**src/rtl/dp_ctrl_pkg.sv**
```systemverilog
// Shared definitions for the accumulate-job sequencer: state encoding and strobe layout.
// Latency: n/a (types, constants and a pure decode function only).
// Backpressure: n/a.
package dp_ctrl_pkg;

    // Six legal states in a 3-bit register; encodings 6 and 7 are unreachable.
    typedef enum logic [2:0] {
        S_IDLE    = 3'd0,
        S_LOAD_A  = 3'd1,
        S_MOVE_AB = 3'd2,
        S_ADD     = 3'd3,
        S_WRITE_B = 3'd4,
        S_DONE    = 3'd5
    } state_t;

    // Bit positions inside the 6-bit control vector.
    localparam int CTL_RAIN  = 0;
    localparam int CTL_RBIN  = 1;
    localparam int CTL_RZIN  = 2;
    localparam int CTL_RAOUT = 3;
    localparam int CTL_RBOUT = 4;
    localparam int CTL_RZOUT = 5;
    localparam int CTL_W     = 6;

    // Register-load / bus-drive strobes for a state. At most one *out bit is
    // ever set, so the bus always has a single driver; unknown encodings drive nothing.
    function automatic logic [CTL_W-1:0] ctl_decode(input state_t st);
        logic [CTL_W-1:0] c;
        c = '0;
        case (st)
            S_LOAD_A: begin
                c[CTL_RAIN] = 1'b1;
            end
            S_MOVE_AB: begin
                c[CTL_RAOUT] = 1'b1;
                c[CTL_RBIN]  = 1'b1;
            end
            S_ADD: begin
                c[CTL_RBOUT] = 1'b1;
                c[CTL_RZIN]  = 1'b1;
            end
            S_WRITE_B: begin
                c[CTL_RZOUT] = 1'b1;
                c[CTL_RBIN]  = 1'b1;
            end
            default: c = '0;
        endcase
        return c;
    endfunction

endpackage

```
**src/rtl/datapath_sequencer_if.sv**
```systemverilog
// Job handshake and datapath strobe bundle between a job requester and the sequencer.
// Latency: n/a (wires only).
// Backpressure: start is only honoured while busy is low; requests during busy are dropped.
// Ports: start/count (request), busy/done (status), RAin/RBin/RZin (loads), RAout/RBout/RZout (bus drive).
interface datapath_sequencer_if #(
    parameter int CNT_W = 4
) ();
    logic             start;
    logic [CNT_W-1:0] count;
    logic             busy;
    logic             done;
    logic             RAin;
    logic             RBin;
    logic             RZin;
    logic             RAout;
    logic             RBout;
    logic             RZout;

    // Sequencer side.
    modport slave (
        input  start, count,
        output busy, done, RAin, RBin, RZin, RAout, RBout, RZout
    );

    // Requester / datapath side.
    modport master (
        output start, count,
        input  busy, done, RAin, RBin, RZin, RAout, RBout, RZout
    );
endinterface

```
**src/rtl/seq_loop_counter.sv**
```systemverilog
// Remaining-iteration counter for the accumulate loop.
// Latency: load/decrement visible the cycle after the edge; flags are combinational from the count.
// Backpressure: none; decrement saturates at zero so the count can never wrap.
// Ports: clock, clear (sync active-low), load/load_val, dec, is_zero, is_one.
module seq_loop_counter #(
    parameter int CNT_W = 4
) (
    input  logic             clock,
    input  logic             clear,
    input  logic             load,
    input  logic [CNT_W-1:0] load_val,
    input  logic             dec,
    output logic             is_zero,
    output logic             is_one
);
    logic [CNT_W-1:0] remaining;

    always_ff @(posedge clock) begin
        if (!clear) begin
            remaining <= '0;
        end else if (load) begin
            remaining <= load_val;
        end else if (dec && (remaining != '0)) begin
            remaining <= remaining - CNT_W'(1);
        end
    end

    assign is_zero = (remaining == '0);
    assign is_one  = (remaining == CNT_W'(1));
endmodule

```
**src/rtl/datapath_sequencer.sv**
```systemverilog
// Moore sequencer driving the RA/RB/RZ datapath: RA<-imm, RB<-RA, then count x {RZ<-A+RB; RB<-RZ}.
// Latency: start accepted at edge 0, done pulses in cycle 3+2*count, IDLE the cycle after.
// Backpressure: start is ignored (not queued) while busy; count is only sampled with an accepted start.
// Ports: clock, clear (sync active-low), dif (slave modport: start/count in, busy/done/strobes out).
module datapath_sequencer
    import dp_ctrl_pkg::*;
#(
    parameter int CNT_W = 4
) (
    input  logic                 clock,
    input  logic                 clear,
    datapath_sequencer_if.slave  dif
);
    state_t           state;
    state_t           state_nxt;
    logic             cnt_load;
    logic             cnt_dec;
    logic             cnt_zero;
    logic             cnt_one;
    logic [CTL_W-1:0] ctl;

    seq_loop_counter #(.CNT_W(CNT_W)) u_cnt (
        .clock    (clock),
        .clear    (clear),
        .load     (cnt_load),
        .load_val (dif.count),
        .dec      (cnt_dec),
        .is_zero  (cnt_zero),
        .is_one   (cnt_one)
    );

    always_ff @(posedge clock) begin
        if (!clear) begin
            state <= S_IDLE;
        end else begin
            state <= state_nxt;
        end
    end

    always_comb begin
        state_nxt = S_IDLE;
        cnt_load  = 1'b0;
        cnt_dec   = 1'b0;
        case (state)
            S_IDLE: begin
                if (dif.start) begin
                    state_nxt = S_LOAD_A;
                    cnt_load  = 1'b1;
                end else begin
                    state_nxt = S_IDLE;
                end
            end
            S_LOAD_A:  state_nxt = S_MOVE_AB;
            // count==0 skips the loop entirely so the counter is never decremented from zero.
            S_MOVE_AB: state_nxt = cnt_zero ? S_DONE : S_ADD;
            S_ADD:     state_nxt = S_WRITE_B;
            S_WRITE_B: begin
                cnt_dec   = 1'b1;
                state_nxt = cnt_one ? S_DONE : S_ADD;
            end
            S_DONE:    state_nxt = S_IDLE;
            default:   state_nxt = S_IDLE;
        endcase
    end

    // Outputs depend on the state register only.
    always_comb begin
        ctl      = ctl_decode(state);
        dif.busy = 1'b0;
        dif.done = 1'b0;
        case (state)
            S_LOAD_A, S_MOVE_AB, S_ADD, S_WRITE_B: dif.busy = 1'b1;
            S_DONE: begin
                dif.busy = 1'b1;
                dif.done = 1'b1;
            end
            default: begin
                dif.busy = 1'b0;
                dif.done = 1'b0;
            end
        endcase
    end

    assign dif.RAin  = ctl[CTL_RAIN];
    assign dif.RBin  = ctl[CTL_RBIN];
    assign dif.RZin  = ctl[CTL_RZIN];
    assign dif.RAout = ctl[CTL_RAOUT];
    assign dif.RBout = ctl[CTL_RBOUT];
    assign dif.RZout = ctl[CTL_RZOUT];
endmodule

```
**src/flat_wrapper.sv**
```systemverilog
// flat-port wrapper written by rule: the top's interface ports become plain ports
module datapath_sequencer_flat import dp_ctrl_pkg::*;
#(
    parameter int CNT_W = 4
)
  (clock, clear, dif_start, dif_count, dif_busy, dif_done, dif_RAin, dif_RBin, dif_RZin, dif_RAout, dif_RBout, dif_RZout);
  datapath_sequencer_if #(.CNT_W(CNT_W)) dif_i ();
  input  logic clock;
  input  logic clear;
  input wire logic [$bits(dif_i.start)-1:0] dif_start;
  input wire logic [$bits(dif_i.count)-1:0] dif_count;
  output wire logic [$bits(dif_i.busy)-1:0] dif_busy;
  output wire logic [$bits(dif_i.done)-1:0] dif_done;
  output wire logic [$bits(dif_i.RAin)-1:0] dif_RAin;
  output wire logic [$bits(dif_i.RBin)-1:0] dif_RBin;
  output wire logic [$bits(dif_i.RZin)-1:0] dif_RZin;
  output wire logic [$bits(dif_i.RAout)-1:0] dif_RAout;
  output wire logic [$bits(dif_i.RBout)-1:0] dif_RBout;
  output wire logic [$bits(dif_i.RZout)-1:0] dif_RZout;
  assign dif_i.start = dif_start;
  assign dif_i.count = dif_count;
  assign dif_busy = dif_i.busy;
  assign dif_done = dif_i.done;
  assign dif_RAin = dif_i.RAin;
  assign dif_RBin = dif_i.RBin;
  assign dif_RZin = dif_i.RZin;
  assign dif_RAout = dif_i.RAout;
  assign dif_RBout = dif_i.RBout;
  assign dif_RZout = dif_i.RZout;
  datapath_sequencer #(.CNT_W(CNT_W)) u_core (.clock(clock), .clear(clear), .dif(dif_i));
endmodule
```
**config.mk**
```make
export PLATFORM = sky130hd
export DESIGN_NAME = datapath_sequencer_flat
export DESIGN_NICKNAME = d
export VERILOG_FILES = /design/src/rtl/dp_ctrl_pkg.sv /design/src/rtl/datapath_sequencer_if.sv /design/src/rtl/seq_loop_counter.sv /design/src/rtl/datapath_sequencer.sv /design/src/flat_wrapper.sv
export SDC_FILE = /design/constraint.sdc
export NUM_CORES = 1
export LEC_CHECK = 0
export CORE_AREA = 2 2 39 41
export CTS_BUF_LIST = sky130_fd_sc_hd__clkbuf_8
export CTS_CLUSTER_SIZE = 10
export DETAILED_ROUTE_END_ITERATION = 10
export DIE_AREA = 0 0 41 43
export PLACE_DENSITY = 0.69
export RECOVER_POWER = 100
export SLEW_MARGIN = 25
export SYNTH_ARGS = -nofsm -noshare
export SYNTH_HDL_FRONTEND = slang
export SYNTH_SLANG_ARGS = --single-unit
```
**constraint.sdc**
```tcl
create_clock -name clock -period 1.5 [get_ports clock]
set_input_delay 0.375 -clock clock [delete_from_list [all_inputs] [get_ports clock]]
set_output_delay 0.375 -clock clock [all_outputs]
set_load 0.05 [all_outputs]
```
Word level (Yosys, flattened, before mapping)
Cells that the tools add are included.

Bits of input ports: 7. Logic and storage cells: 31. Register bits: 7. Output and inout port bits: 8.

Reductions and logical operators: 7. Eq/ne operators: 6. Add/sub/neg operators: 1. Muxes and demuxes: 15.

Operators by type and width (count): 3-bit case mux with 5 select lines (1); 1-bit two-way mux (10); 4-bit two-way mux (2); 3-bit by 2-bit equality test with 1-bit output (second input constant) (2); 3-bit equality test (second input constant) (2); 3-bit two-way mux (2); 5-bit OR reduction (1); 4-bit by 1-bit equality test with 1-bit output (second input constant) (1); 4-bit zero test (1); 4-bit nonzero test (1); 4-bit by 1-bit subtractor with 4-bit output (second input constant) (1); 3-bit by 1-bit equality test with 1-bit output (second input constant) (1); 3-bit zero test (1); 2-bit nonzero test (1); 2-bit OR reduction (1); 1-bit logical AND (1).

Longest topological paths before layout
Gate-level depths: netlist of run 1.

Depth in word-level cells: 5. Depth in mapped cells: 6. Depth with buffers taken out: 5.

By module
A second synthesis of run 1 with hierarchy kept.

Cell total of the unflattened synthesis: 61. Area, all modules: 491.7 um^2.

By module, submodules not included: seq_loop_counter (area an instance 290.3 um^2, cells an instance 35, sequential area each 80.1 um^2, times used 1); datapath_sequencer (area an instance 201.4 um^2, cells an instance 26, sequential area each 60.1 um^2, times used 1).

Least setup slack after synthesis of run 1
OpenSTA, ideal clock, no wires.

Kind: register to output. Start: register u_core.state[2]. End: output port dif_RZin. Cell stages (with the launch flop): 5. Arrival time: 1.706 ns. Required time: 1.125 ns. Slack: -0.581 ns. Path buffers: 2. Cells stage by stage: dfxtp_1 -> clkbuf_1 -> nand2b_1 -> nor2_1 -> buf_4.

Word-level cells in the longest chain between the ends: 2.

RTL lines: start: declaration (RTL line datapath_sequencer.sv:14) `state_t state;`; start signal: assignment (RTL line datapath_sequencer.sv:36) `state <= state_nxt;`; 3-bit by 2-bit equality test with 1-bit output; 1-bit two-way mux; end: declaration (RTL line flat_wrapper.sv:16) `output wire logic [$bits(dif_i.RZin)-1:0] dif_RZin;`.

No other way between the ends.

Final worst setup path of run 1
Start: register u_core.state[0]. End: output port dif_RZout.

Word-level cells in the longest chain between the ends: 2.

RTL lines: 3-bit equality test (RTL line dp_ctrl_pkg.sv:30) `case (st)`; 1-bit two-way mux (RTL line dp_ctrl_pkg.sv:30); end: declaration (RTL line flat_wrapper.sv:19) `output wire logic [$bits(dif_i.RZout)-1:0] dif_RZout;`.

No other way between the ends.

==> out/summary.md, run 1 <==
The antenna diode count is 0, and the number of DRC violations after detailed-routing iteration 0 is 10. The library cells used most frequently in the layout, excluding fill and tap cells, are sky130_fd_sc_hd__buf_4 (15), sky130_fd_sc_hd__buf_12 (8), sky130_fd_sc_hd__buf_6 (7), sky130_fd_sc_hd__clkdlybuf4s50_1 (5). The share of the synthesized area in the top cell type works out to 27.59%.

The total of buffers placed on input and output ports is 14, and the gate count after technology mapping is 60. Counting every sink on the clock net gives 7. The netlist area before placement was 508.0 sq um; the placed wire-length estimate was 1074 um. The completed layout was analyzed and its total power is 1.117 mW. The post-synthesis adder-cell area fraction was 7.389%. Walking the worst path, the cells encountered are buf_6 > nor3b_4 > buf_12.

Entering global routing, the biggest net connects 8 pins. In this run the count of I/O pins placed on the die edge is 15. The run finished, with violations left.

TritonCTS built the clock tree. The tools report the destination of the worst hold path as u_core.state[0]$_SDFF_PN0_. For the area taken by multi-input logic gates, the log shows 431.7 sq um. For the fill cell total of the finished layout, the log shows 88. Setup repair after global routing could not meet its margin everywhere. Clock-pin slew was measured on the worst setup and hold paths at 40 ps. The post-synthesis average cell area works out to 8.466 sq um.

The tools report the filler-free cell count of the finished design as 111. First-pass GRT wire length: 2691 um. Compared with the post-synthesis result, the final layout area differs by 112.8%. Once the floorplan was initialized, standard cells occupied 36.71% of the core. The fraction of final layout cells sized beyond drive strength 1 is 65.26%, and the total routed wirelength is 1793 um. The delay of the slowest cell on the worst path is 360 ps. For the worst flop-to-flop path, the logic depth is 6.

Once placement finished, the instance area stood at 875.8 sq um. Sorting the synthesized cells by area gives the leading types as sky130_fd_sc_hd__dfxtp_1 (28%), sky130_fd_sc_hd__ha_1 (7.4%), sky130_fd_sc_hd__nor3_1 (4.9%). The tools report the number of global-route vias before repair as 629. The flip-flop and latch count after synthesis was 7; the global-route congestion overflow total was 0. The logs give 629 for the count of vias placed by the detailed router and -129.8 ps for the sum of negative setup slack. Registers take 153.9 sq um. By startpoint and endpoint, the worst setup path is classified as register to primary output.

The remaining number of nets flagged by the antenna check after routing is 0, and the number of distinct standard cells referenced by the synthesized netlist is 30. The share of the synthesized area in compound gates (AO/OA/AOI/OAI) is 22.17%. The core outline area is 1384 sq um. The startpoint identified for the worst register-to-register timing path is u_core.state[0]$_SDFF_PN0_.

Of the synthesized area, sequential elements account for 27.59%. The run gives 0 as the DRC violations left. The library cell used most frequently in the layout, excluding fill and tap cells, is sky130_fd_sc_hd__buf_4.

The post-synthesis net count is 70, and the simple-gate area share of the yosys netlist is 33.50%. The clock arrives with 6.408 ps of skew. Multiplexer share of the synthesized area: 0%. For this design the ratio of total power to cell area is 1033 nW/um^2. STA puts the critical path data arrival time at 1170 ps.

Post-detailed-route via-to-cell ratio: 5.667. The global routing stage identified its most utilized layer as met2. The largest individual stage delay along the critical path comes from the cell sky130_fd_sc_hd__dfxtp_4. The number of placed instances, taps included, is 99.

The tools report the total of max-cap violations as 0. The tools report the hold path startpoint as u_core.state[0]$_SDFF_PN0_. For the count of synthesis-stage warnings from yosys, the log shows 0. Timing would allow up to 0.6480 GHz. The worst register-to-register path ends at u_core.u_cnt.remaining[3]$_SDFFE_PN0P_. Dividing the final minimum period by the clock period gives 102.9%. The tools report the startpoint type of the worst setup path as a register.

The final reports fail on negative setup slack. The area share of xor/xnor cells in the synthesized design works out to 0%. The tree is rooted in a sky130_fd_sc_hd__clkbuf_8.

Clock latency on the worst-skew pair, taken at its later pin, is 240 ps. The count of H-tree levels built during CTS came out at 1. TritonCTS created 3 clock buffers. The cell family contributing the most delay on the critical path is flip-flops. In this run, post-CTS hold repair placed 0 buffers.

The time the final worst path needs with I/O delays and setup was 1543 ps; the met3 routing resource usage after global routing was 3.141%. The tools report the final number of max-transition violations as 0. The met1 routing resource usage after global routing came out at 26.14%. The data required time of the worst path came out at 1120 ps. The clock passes through at most 2 buffers.

In the final routed layout, each cell accounts on average for 16.15 um. For this design the static power due to leakage is 0.4339 nW. The finished cells cover 1081 sq um. For the hold violation total from the final report, the log shows 0. The worst-case IR drop observed on VDD is 733.3 uV.

Counting both buffers and inverters, the worst setup path holds a total of 2. The met2 global-route usage is 35.63%. The synthesized design spends more area on one cell type than any other, namely sky130_fd_sc_hd__dfxtp_1.

For the normalized max-slew margin, the log shows 74.96%. Prior to clock tree synthesis, the placed netlist has a worst setup slack of -291.1 ps. The logs give 0 for the initial antenna violation count and -30 ps for the register-to-register setup slack. The die covers 1763 sq um. The run gives 106 as the net count reported at finish. For the setup slack after layout, the log shows -43.17 ps.

Number of placement rows: 14. The run gives 4 as the number of iterations in the first detailed-routing pass. In this run the worst path has a maximum fanout of 4. The tightest min-delay check is of the register to register type. Type of element capturing the critical path: a primary output. At the pin with the least slew margin, the transition time is 366.1 ps.

At the end of routability-driven placement, the weighted congestion stood at 0.9213. Setup violations remaining at the end of the flow were counted as 8. From bottom edge to top edge, the die measures 43 um. The worst hold path was traced through 2 stages.

Global routing consumed, over all layers together, 22.30% of the routing resources. Main combinational cell family by area after synthesis: simple AND/OR/NAND/NOR gates. The horizontal extent of the die was 41 um.
## layer usage
layer	wire length (um)	vias to the layer above
met4	108	0
met1	698	290
met2	897	34
met3	89	14
li1	-	291
met5	0	-
## through the flow
stage / utilization, % / hold slack, ps
global route: 78.12 / 606.8
global placement: 63.29 / 542.0
detailed placement: 63.29 / 575.2
floorplan: - / 513.3
CTS: 71.61 / 567.8
finish: 78.12 / 587.5
## cells in the mapped netlist (all sizes together)
| library cell | count |
|---|---|
| or3b | 1 |
| nor2 | 4 |
| a311oi | 1 |
| a2111oi | 1 |
| clkbuf | 1 |
| nor3b | 3 |
| a21o | 2 |
| o41ai | 1 |
| dfxtp | 7 |
| o21ai | 4 |
| nor4b | 1 |
| a21oi | 4 |
| ha | 3 |
| and3 | 4 |
| nand3 | 3 |
| buf | 4 |
| a211oi | 1 |
| inv | 4 |
| nor3 | 5 |
| o221ai | 1 |
| or4b | 1 |
| nand2 | 1 |
| a31oi | 1 |
| nand2b | 2 |
## sequential cells by signal, indices dropped and copies added (netlist names)
| register | cells |
|---|---|
| u_core.u_cnt.remaining | 4 |
| u_core.state | 3 |
## final cells by class
cell class              count  area share, %
clock buffers               3          3.819
clock inverters             1         0.3472
inverters                   4          1.736
multi-input cells          44          39.93
flip-flops and latches      7          14.24
well taps                  16          1.852
repair buffers             36          38.08
## power by group
group / internal (mW) / total [mW] / leakage, nW / switching, mW
clock network: 0.178 / 0.274 / 0.0269 / 0.0962
registers: 0.213 / 0.246 / 0.0605 / 0.0328
logic: 0.311 / 0.597 / 0.346 / 0.285
## what timing repair did
item                                    in CTS  in global routing
pin swaps                                    5                  8
buffers inserted                             3                  5
resized for setup                           19                 15
endpoints found under the setup margin      13                 14
## cells by family after synthesis
kind of cell | count (synthesis)
AND/OR/NAND/NOR | 25
AO/OA/AOI/OAI | 16
buffers and inverters | 9
flip-flops | 7
adder cells (fa/ha/maj) | 3
## worst max path at each step
| stage | start | end | slack (ps) | cells after the start |
|---|---|---|---|---|
| 6_report | u_core.state[0]$_SDFF_PN0_ | dif_RZout | -40 | 3 |
| 5_1_grt | u_core.state[0]$_SDFF_PN0_ | u_core.u_cnt.remaining[3]$_SDFFE_PN0P_ | -80 | 6 |
| 4_1_cts | u_core.state[0]$_SDFF_PN0_ | dif_RZout | -40 | 3 |
| 3_5_place_dp | dif_start | u_core.u_cnt.remaining[0]$_SDFFE_PN0P_ | -290 | 4 |
| 3_3_place_gp | dif_start | u_core.u_cnt.remaining[3]$_SDFFE_PN0P_ | -220 | 4 |
| 2_1_floorplan | u_core.state[1]$_SDFF_PN0_ | u_core.u_cnt.remaining[1]$_SDFFE_PN0P_ | -100 | 4 |
## worst register-to-register path: stages, from the launching register on
cell	delay (ps)
sky130_fd_sc_hd__dfxtp_4	360
sky130_fd_sc_hd__buf_6	130
sky130_fd_sc_hd__nor3b_4	270
sky130_fd_sc_hd__buf_4	200
sky130_fd_sc_hd__buf_4	140
sky130_fd_sc_hd__nand3_1	70
sky130_fd_sc_hd__a211oi_1	260
No activity file was read; power rests on OpenSTA's default activity.
==> run 2: changes to the inputs <==
- CELL_PAD_IN_SITES_DETAIL_PLACEMENT: not set -> 0
- CELL_PAD_IN_SITES_GLOBAL_PLACEMENT: not set -> 1
- CORE_AREA: 2 2 39 41 -> not set
- CORE_MARGIN: not set -> 2
- CORE_UTILIZATION: not set -> 31
- DIE_AREA: 0 0 41 43 -> not set
- PLACE_DENSITY: 0.69 -> not set
- PLACE_DENSITY_LB_ADDON: not set -> 0.1
==> run 2 against run 1 <==
The flow still finishes with violations (negative setup slack). Worst setup slack improved by 6.3 ps. Flip-flop and latch count did not move. Die area rose by 12%. Power fell by 3.6%. Clock skew fell by 5.7 ps. Sequential power rose by 2%. First-iteration DRC count fell by 30%. Combinational power fell by 3.7%. Critical endpoint is now dif_busy. Largest power group unchanged. Highest routed layer unchanged.
==> out/summary.md, run 2 (same netlist as run 1, synthesis figures left out) <==
The run finished, with violations left. The final reports fail on negative setup slack. The count of H-tree levels built during CTS was 1; the count of vias placed by the detailed router was 585. Once the floorplan was initialized, standard cells occupied 33.33% of the core. The run gives 704.7 uV as the worst voltage drop across the vdd grid. Routability-driven placement finished with a final weighted congestion of 0.8218.

The DRC violations left is 0, and the total of buffers placed on input and output ports is 14. The register with the most flip-flops in the final layout is u_core.u_cnt.remaining. From synthesis to final layout, the design area changed by 114.5%.

The net count reported at finish is 111, and the data required time of the worst path is 1120 ps. The fill cell total of the finished layout was 117; the hold buffer count at CTS was 0. The logs give 16.30% for the overall track demand over capacity in global routing and 0 for the initial antenna violation count. The cell at the slowest stage of the critical path is sky130_fd_sc_hd__dfxtp_4.

For the met2 wire length, the log shows 736 um. The core outline area is 1524 sq um. The first global-routing pass estimated 2415 um of wire. The tools report the setup slack after layout as -36.91 ps.

The kind of critical path was register to primary output. The final number of max-transition violations came out at 0. The logs give 31 um for the amount of wire on met3 after detailed routing and 1160 ps for the data arrival time of the worst path. The multi-input combinational cells in the finished layout cover a total of 424.2 sq um.

The horizontal extent of the die was 44.48 um; the largest fanout on the critical path was 7. The floorplan has 14 rows. The run gives 2 as the number of iterations in the first detailed-routing pass. At the later pin of the worst-skew pair, clock insertion delay measures 220 ps. Subtracting the final worst setup slack from the clock period gives 1537 ps. The die extent in y was 44.48 um; the total setup violations reported at the end of the flow was 6.

Excluding fillers, the count of instances in the completed layout stands at 116. The clock tree root buffer cell is sky130_fd_sc_hd__clkbuf_8. TritonCTS built the clock tree.

The largest registers in the layout are u_core.u_cnt.remaining x4, u_core.state x3. The number of DRC violations after detailed-routing iteration 0 is 7, and the power density normalized to cell area is 987.9 nW/um^2. Clock tree synthesis inserted a total of 3 buffers. The run gives 8 as the largest net degree at the start of global routing.

In this run the count of I/O pins placed on the die edge is 15. The fraction of final layout cells sized beyond drive strength 1 is 67.00%. Headroom to the max-slew limit came out at 76.43%. In the finished design, the share of the clock period the worst path needs comes to 102.5%.

In this run the top signal layer used is met4. The hold violation total from the final report was 0. The worst hold path class is register to register.

The total routed wirelength was 1435 um. Traced cell by cell, the critical path runs through buf_4 > nor3_2 > a21oi_2 > buf_12. The completed layout was analyzed and its total power is 1.077 mW. The number of buffer and inverter stages on the critical path is 2.

The antenna diode count is 0, and the number of placed instances, taps included is 102. The floorplan step defined a die boundary enclosing 1978 sq um. In the final routing, the length of wire on met1 measures 658 um. The transition time of the tightest slew-check pin is 344.6 ps, and the global-route congestion overflow total is 0. The logs give 566 for the number of global-route vias before repair and 150.1 sq um for the area used by sequential logic in the layout. For the leakage power figure, the log shows 0.4494 nW.

The leading cell type in the layout, fill and taps excluded is sky130_fd_sc_hd__buf_4. The clock arrives with 0.7249 ps of skew. Among cell families on the critical path, the largest total delay comes from flip-flops.

The post-detailed-route via-to-cell ratio was 5.043; the average wire per standard cell was 12.37 um. The tools report the placed wire-length estimate as 1024 um. Max-cap violations in this run came to 0. Clock tree synthesis found a total of 7 sinks.

Setup repair after global routing could not meet its margin everywhere. The number of buffers on the longest clock path came out at 2. In the layout the commonest cells are sky130_fd_sc_hd__buf_4 (22), sky130_fd_sc_hd__buf_12 (8), sky130_fd_sc_hd__clkdlybuf4s50_1 (5). The clock-pin slew reported for the worst setup and hold paths after clock tree synthesis came out at 40 ps.

Static timing analysis puts the maximum clock frequency at 0.6507 GHz. The delay of the slowest cell on the worst path works out to 370 ps. The worst setup path is launched from a register. The register with the most flip-flops in the layout has 4 of them. In this run the remaining antenna-violating nets after routing total 0. STA classifies the critical path endpoint as a primary output.
-- run 2: changes by cell type in the layout (fill, tap and decap cells not counted), sizes merged --
cell and delta:
buf +3, clkbuf +2
-- run 2: worst paths after layout --
check	slack (ps)	from	end	cells past startpoint
setup reg to reg	30	u_core.u_cnt.remaining[1]$_SDFFE_PN0P_	u_core.state[2]$_SDFF_PN0_	6
hold reg to reg	540	u_core.state[1]$_SDFF_PN0_	u_core.state[0]$_SDFF_PN0_	1
hold / removal	540	u_core.state[1]$_SDFF_PN0_	u_core.state[0]$_SDFF_PN0_	1
setup / recovery	-40	u_core.state[1]$_SDFF_PN0_	dif_busy	4
-- run 2: through the flow --
stage	setup WS [ps]	instance area (sq um)	hold slack, ps	util [%]	TNS [ps]
2_1_floorplan	-99.16	576.8	513.3	-	-234.5
3_3_place_gp	-206.6	898.4	554.2	58.95	-673.1
3_5_place_dp	-242.4	898.4	543.8	58.95	-774.9
4_1_cts	-31.43	1050	535.6	68.88	-130.8
5_1_grt	-65.92	1090	555.8	71.51	-386.6
6_report	-36.91	1090	539.3	71.51	-145.3
-- run 2: area by class of cell --
type | count | share of cell area, %
Multi-Input combinational cell | 44 | 38.92
Inverter | 4 | 1.722
Tap cell | 16 | 1.837
Timing Repair Buffer | 41 | 39.61
Sequential cell | 7 | 13.78
Clock buffer | 3 | 3.789
Clock inverter | 1 | 0.3444
-- run 2: what timing repair did --
action                                  in CTS  in global routing
pin swaps                                    5                  4
buffers inserted                             8                  2
cloned                                       0                  0
gates resized for setup                     15                 12
endpoints found under the setup margin      12                 13
-- run 2: power breakdown --
| group | internal, mW | switching, mW |
|---|---|---|
| Clock | 0.176 | 0.0749 |
| Sequential | 0.214 | 0.0370 |
| Combinational | 0.311 | 0.264 |
-- run 2: routing by layer --
layer / vias to the layer above / track usage (%)
li1: 303 / -
met1: 270 / 20.44
met2: 10 / 28.12
met3: 2 / 2.449
met4: 0 / 5.455
met5: - / 0
-- run 2: worst reg2reg max path, stage by stage, from the launching register on --
cell                      delay, ps
sky130_fd_sc_hd__dfxtp_1        320
sky130_fd_sc_hd__inv_2           80
sky130_fd_sc_hd__ha_4           130
sky130_fd_sc_hd__or3b_4         400
sky130_fd_sc_hd__buf_6          130
sky130_fd_sc_hd__a21o_2         210
sky130_fd_sc_hd__a21oi_2        130
==> run 3: changes to the inputs <==
- PLACE_DENSITY: not set -> 0.8
- PLACE_DENSITY_LB_ADDON: 0.1 -> not set
==> run 3 against run 2 <==
The flow now finishes without violations. Non-clock buffer count down 8. First-iteration DRC count rose by 110%. Combinational power is 13% lower. Wire length hardly changed. Die area did not move. Flip-flop and latch count did not move. Sequential power barely moved. Via count rose by 1.2%. Global-route usage increased by 0.24 points. Power fell by 6.2%. Final area is 11% lower.
==> out/summary.md, run 3 (same netlist as run 1, synthesis figures left out) <==
Setup repair after global routing could not meet its margin everywhere. The horizontal extent of the die is 44.48 um. In the final routed layout, each cell accounts on average for 13.30 um. The repair_antennas step left the layout with diodes totalling 0. The logs give 14 for the number of placement rows and 4 for the number of iterations in the first detailed-routing pass. The logs give 553 for the number of global-route vias before repair and 9 for the largest net degree at the start of global routing. The hold violation total from the final report came out at 0. The clock-pin slew reported for the worst setup and hold paths after clock tree synthesis is 40 ps, and the data required time of the worst path is 1120 ps. Data arrives at the worst endpoint at 1100 ps.

Global routing consumed, on the met3 layer, 3.673% of the routing resources. The share of the cycle needed by the critical path after routing was 98.40%; the count of H-tree levels built during CTS was 1. The kind of critical path was register to primary output.

The flow ran to the end, and the final reports show no timing, DRC or antenna violations. Global routing used 16.54% of the available tracks across all layers. The number of placed instances, taps included was 104. Based on the critical path, the design can be clocked at up to 0.6775 GHz. In the final layout, the share of cells above drive strength 1 is 57.61%. The time the final worst path needs with I/O delays and setup is 1476 ps, and the DRC violations left is 0. Leaving out fill and tap cells, the most frequent cell in the layout is sky130_fd_sc_hd__buf_4. Power spread over the standard cell area amounts to 1039 nW/um^2. The critical path goes through inv_2 > nor3_4 > buf_12. In this run the worst hold path is classified as register to register. The number of buffers created by CTS was 3; the number of buffer and inverter stages on the critical path was 2. OpenSTA, run right after detailed placement, puts the worst setup slack at -254.9 ps. The leakage power figure was 0.3995 nW. Excluding fillers, the count of instances in the completed layout stands at 108. Across the run, the number of max-cap violations was 0. Delay of the slowest cell on the worst path: 390 ps. Routability-driven placement finished with a final weighted congestion of 0.7440. On the critical path the largest part of the delay comes from flip-flops. The clock arrives with 0.4567 ps of skew. The tools report the initial antenna violation count as 0.

The layer with the highest usage after global routing was met2. The normalized max-slew margin came out at 78.43%. The number of clock sinks came out at 7. The run gives 0 as the total setup violations reported at the end of the flow. Counting buffers and inverters, the worst setup path is 3 cells deep.

The run gives 0 as the final number of max-transition violations. The wire-length estimate of the detail-placed layout is 1084 um. The run gives 2 as the number of buffers on the longest clock path. In the global route stage, met1 resource usage came out at 17.44%. The worst hold path passes through 2 cells. The tools report the clock tree root buffer cell as sky130_fd_sc_hd__clkbuf_8. The count of nets left with antenna violations once routing finished came out at 0. The hold buffer count at CTS is 0, and the count of boundary I/O pins is 15.

The number of cells traversed by the worst register-to-register path is 5, and the count of vias placed by the detailed router is 592. The setup slack after layout was 23.97 ps; the number of DRC violations after detailed-routing iteration 0 was 15. Global routing used 29.86% of the available met2 tracks. The tools report the worst voltage drop across the vdd grid as 635.0 uV.

The number of flip-flops in the largest register was 4. Cell at the slowest stage of the critical path: sky130_fd_sc_hd__dfxtp_4. After the last flow step, the layout net total stands at 103.

After floorplanning, the core was sized to cover 1524 sq um. The largest fanout on the critical path is 7, and the initial core utilization is 33.33%. u_core.u_cnt.remaining holds more flip-flops than any other register. The first global-routing pass estimated 2332 um of wire. The tools report the area enclosed by the die boundary as 1978 sq um. The total of buffers placed on input and output ports is 14, and the later-pin clock latency in the skew report is 230 ps.

Leaving out fill and tap cells, the most frequent cells in the layout are sky130_fd_sc_hd__buf_4 (18), sky130_fd_sc_hd__buf_12 (7), sky130_fd_sc_hd__nor3_1 (4), sky130_fd_sc_hd__o21ai_0 (4), sky130_fd_sc_hd__clkdlybuf4s50_1 (4). The total power after layout came out at 1.010 mW. The tools report the type of element capturing the critical path as a primary output.

TritonCTS built the clock tree. STA classifies the critical path startpoint as a register. The transition time of the tightest slew-check pin came out at 315.3 ps. Dividing the detail-routed via count by the number of cells gives 5.481.

The largest registers in the layout are u_core.u_cnt.remaining x4, u_core.state x3. The tools report the total routed wirelength as 1436 um. Compared with the post-synthesis result, the final layout area differs by 91.38%. The die extent in y was 44.48 um; the global-route congestion overflow total was 0.
run 3: cell type report:
class / instances / area, sq um
clock buffers: 3 / 41.29
clock inverters: 1 / 3.754
fillers: 122 / 551.8
inverters: 4 / 15.01
multi-input cells: 44 / 394.1
flip-flops and latches: 7 / 152.6
well taps: 16 / 20.02
repair buffers: 33 / 345.3
run 3: power by group:
group / leakage, nW / switching, mW / internal [mW]
Clock: 0.0269 / 0.0865 / 0.177
Combinational: 0.312 / 0.245 / 0.252
Sequential: 0.0601 / 0.0358 / 0.213
run 3: final timing paths:
| path | slack, ps | startpoint | endpoint |
|---|---|---|---|
| setup / recovery | 20 | u_core.state[0]$_SDFF_PN0_ | dif_RAin |
| hold / removal | 580 | u_core.u_cnt.remaining[3]$_SDFFE_PN0P_ | u_core.u_cnt.remaining[3]$_SDFFE_PN0P_ |
| setup reg to reg | 50 | u_core.u_cnt.remaining[0]$_SDFFE_PN0P_ | u_core.u_cnt.remaining[1]$_SDFFE_PN0P_ |
| hold reg to reg | 580 | u_core.u_cnt.remaining[3]$_SDFFE_PN0P_ | u_core.u_cnt.remaining[3]$_SDFFE_PN0P_ |
run 3: repair_timing:
action,4_1_cts,5_1_grt
setup endpoints to repair,13,7
resized for setup,12,3
buffers inserted,1,0
pin swaps,3,1
run 3: through the flow:
step           area [sq um]  util (%)  hold WS (ps)  setup TNS (ps)
2_1_floorplan         576.8         -         513.3          -234.5
5_1_grt               972.2     63.79         589.3          -63.89
4_1_cts               980.9     64.37         565.6               0
6_report              972.2     63.79         579.0               0
3_3_place_gp          913.4     59.93         541.8          -735.1
3_5_place_dp          913.4     59.93         555.9          -897.8
run 3: metal layers:
layer,vias to the layer above,wire [um]
li1,292,-
met1,271,585
met2,24,753
met3,5,74
met4,0,23
met5,-,0
run 3: worst min-delay path: cells and delay by family (launching register included):
kind,cells,cell delay (ps)
AND/OR/NAND/NOR,1,120
flip-flops,1,340
AO/OA/AOI/OAI,1,70
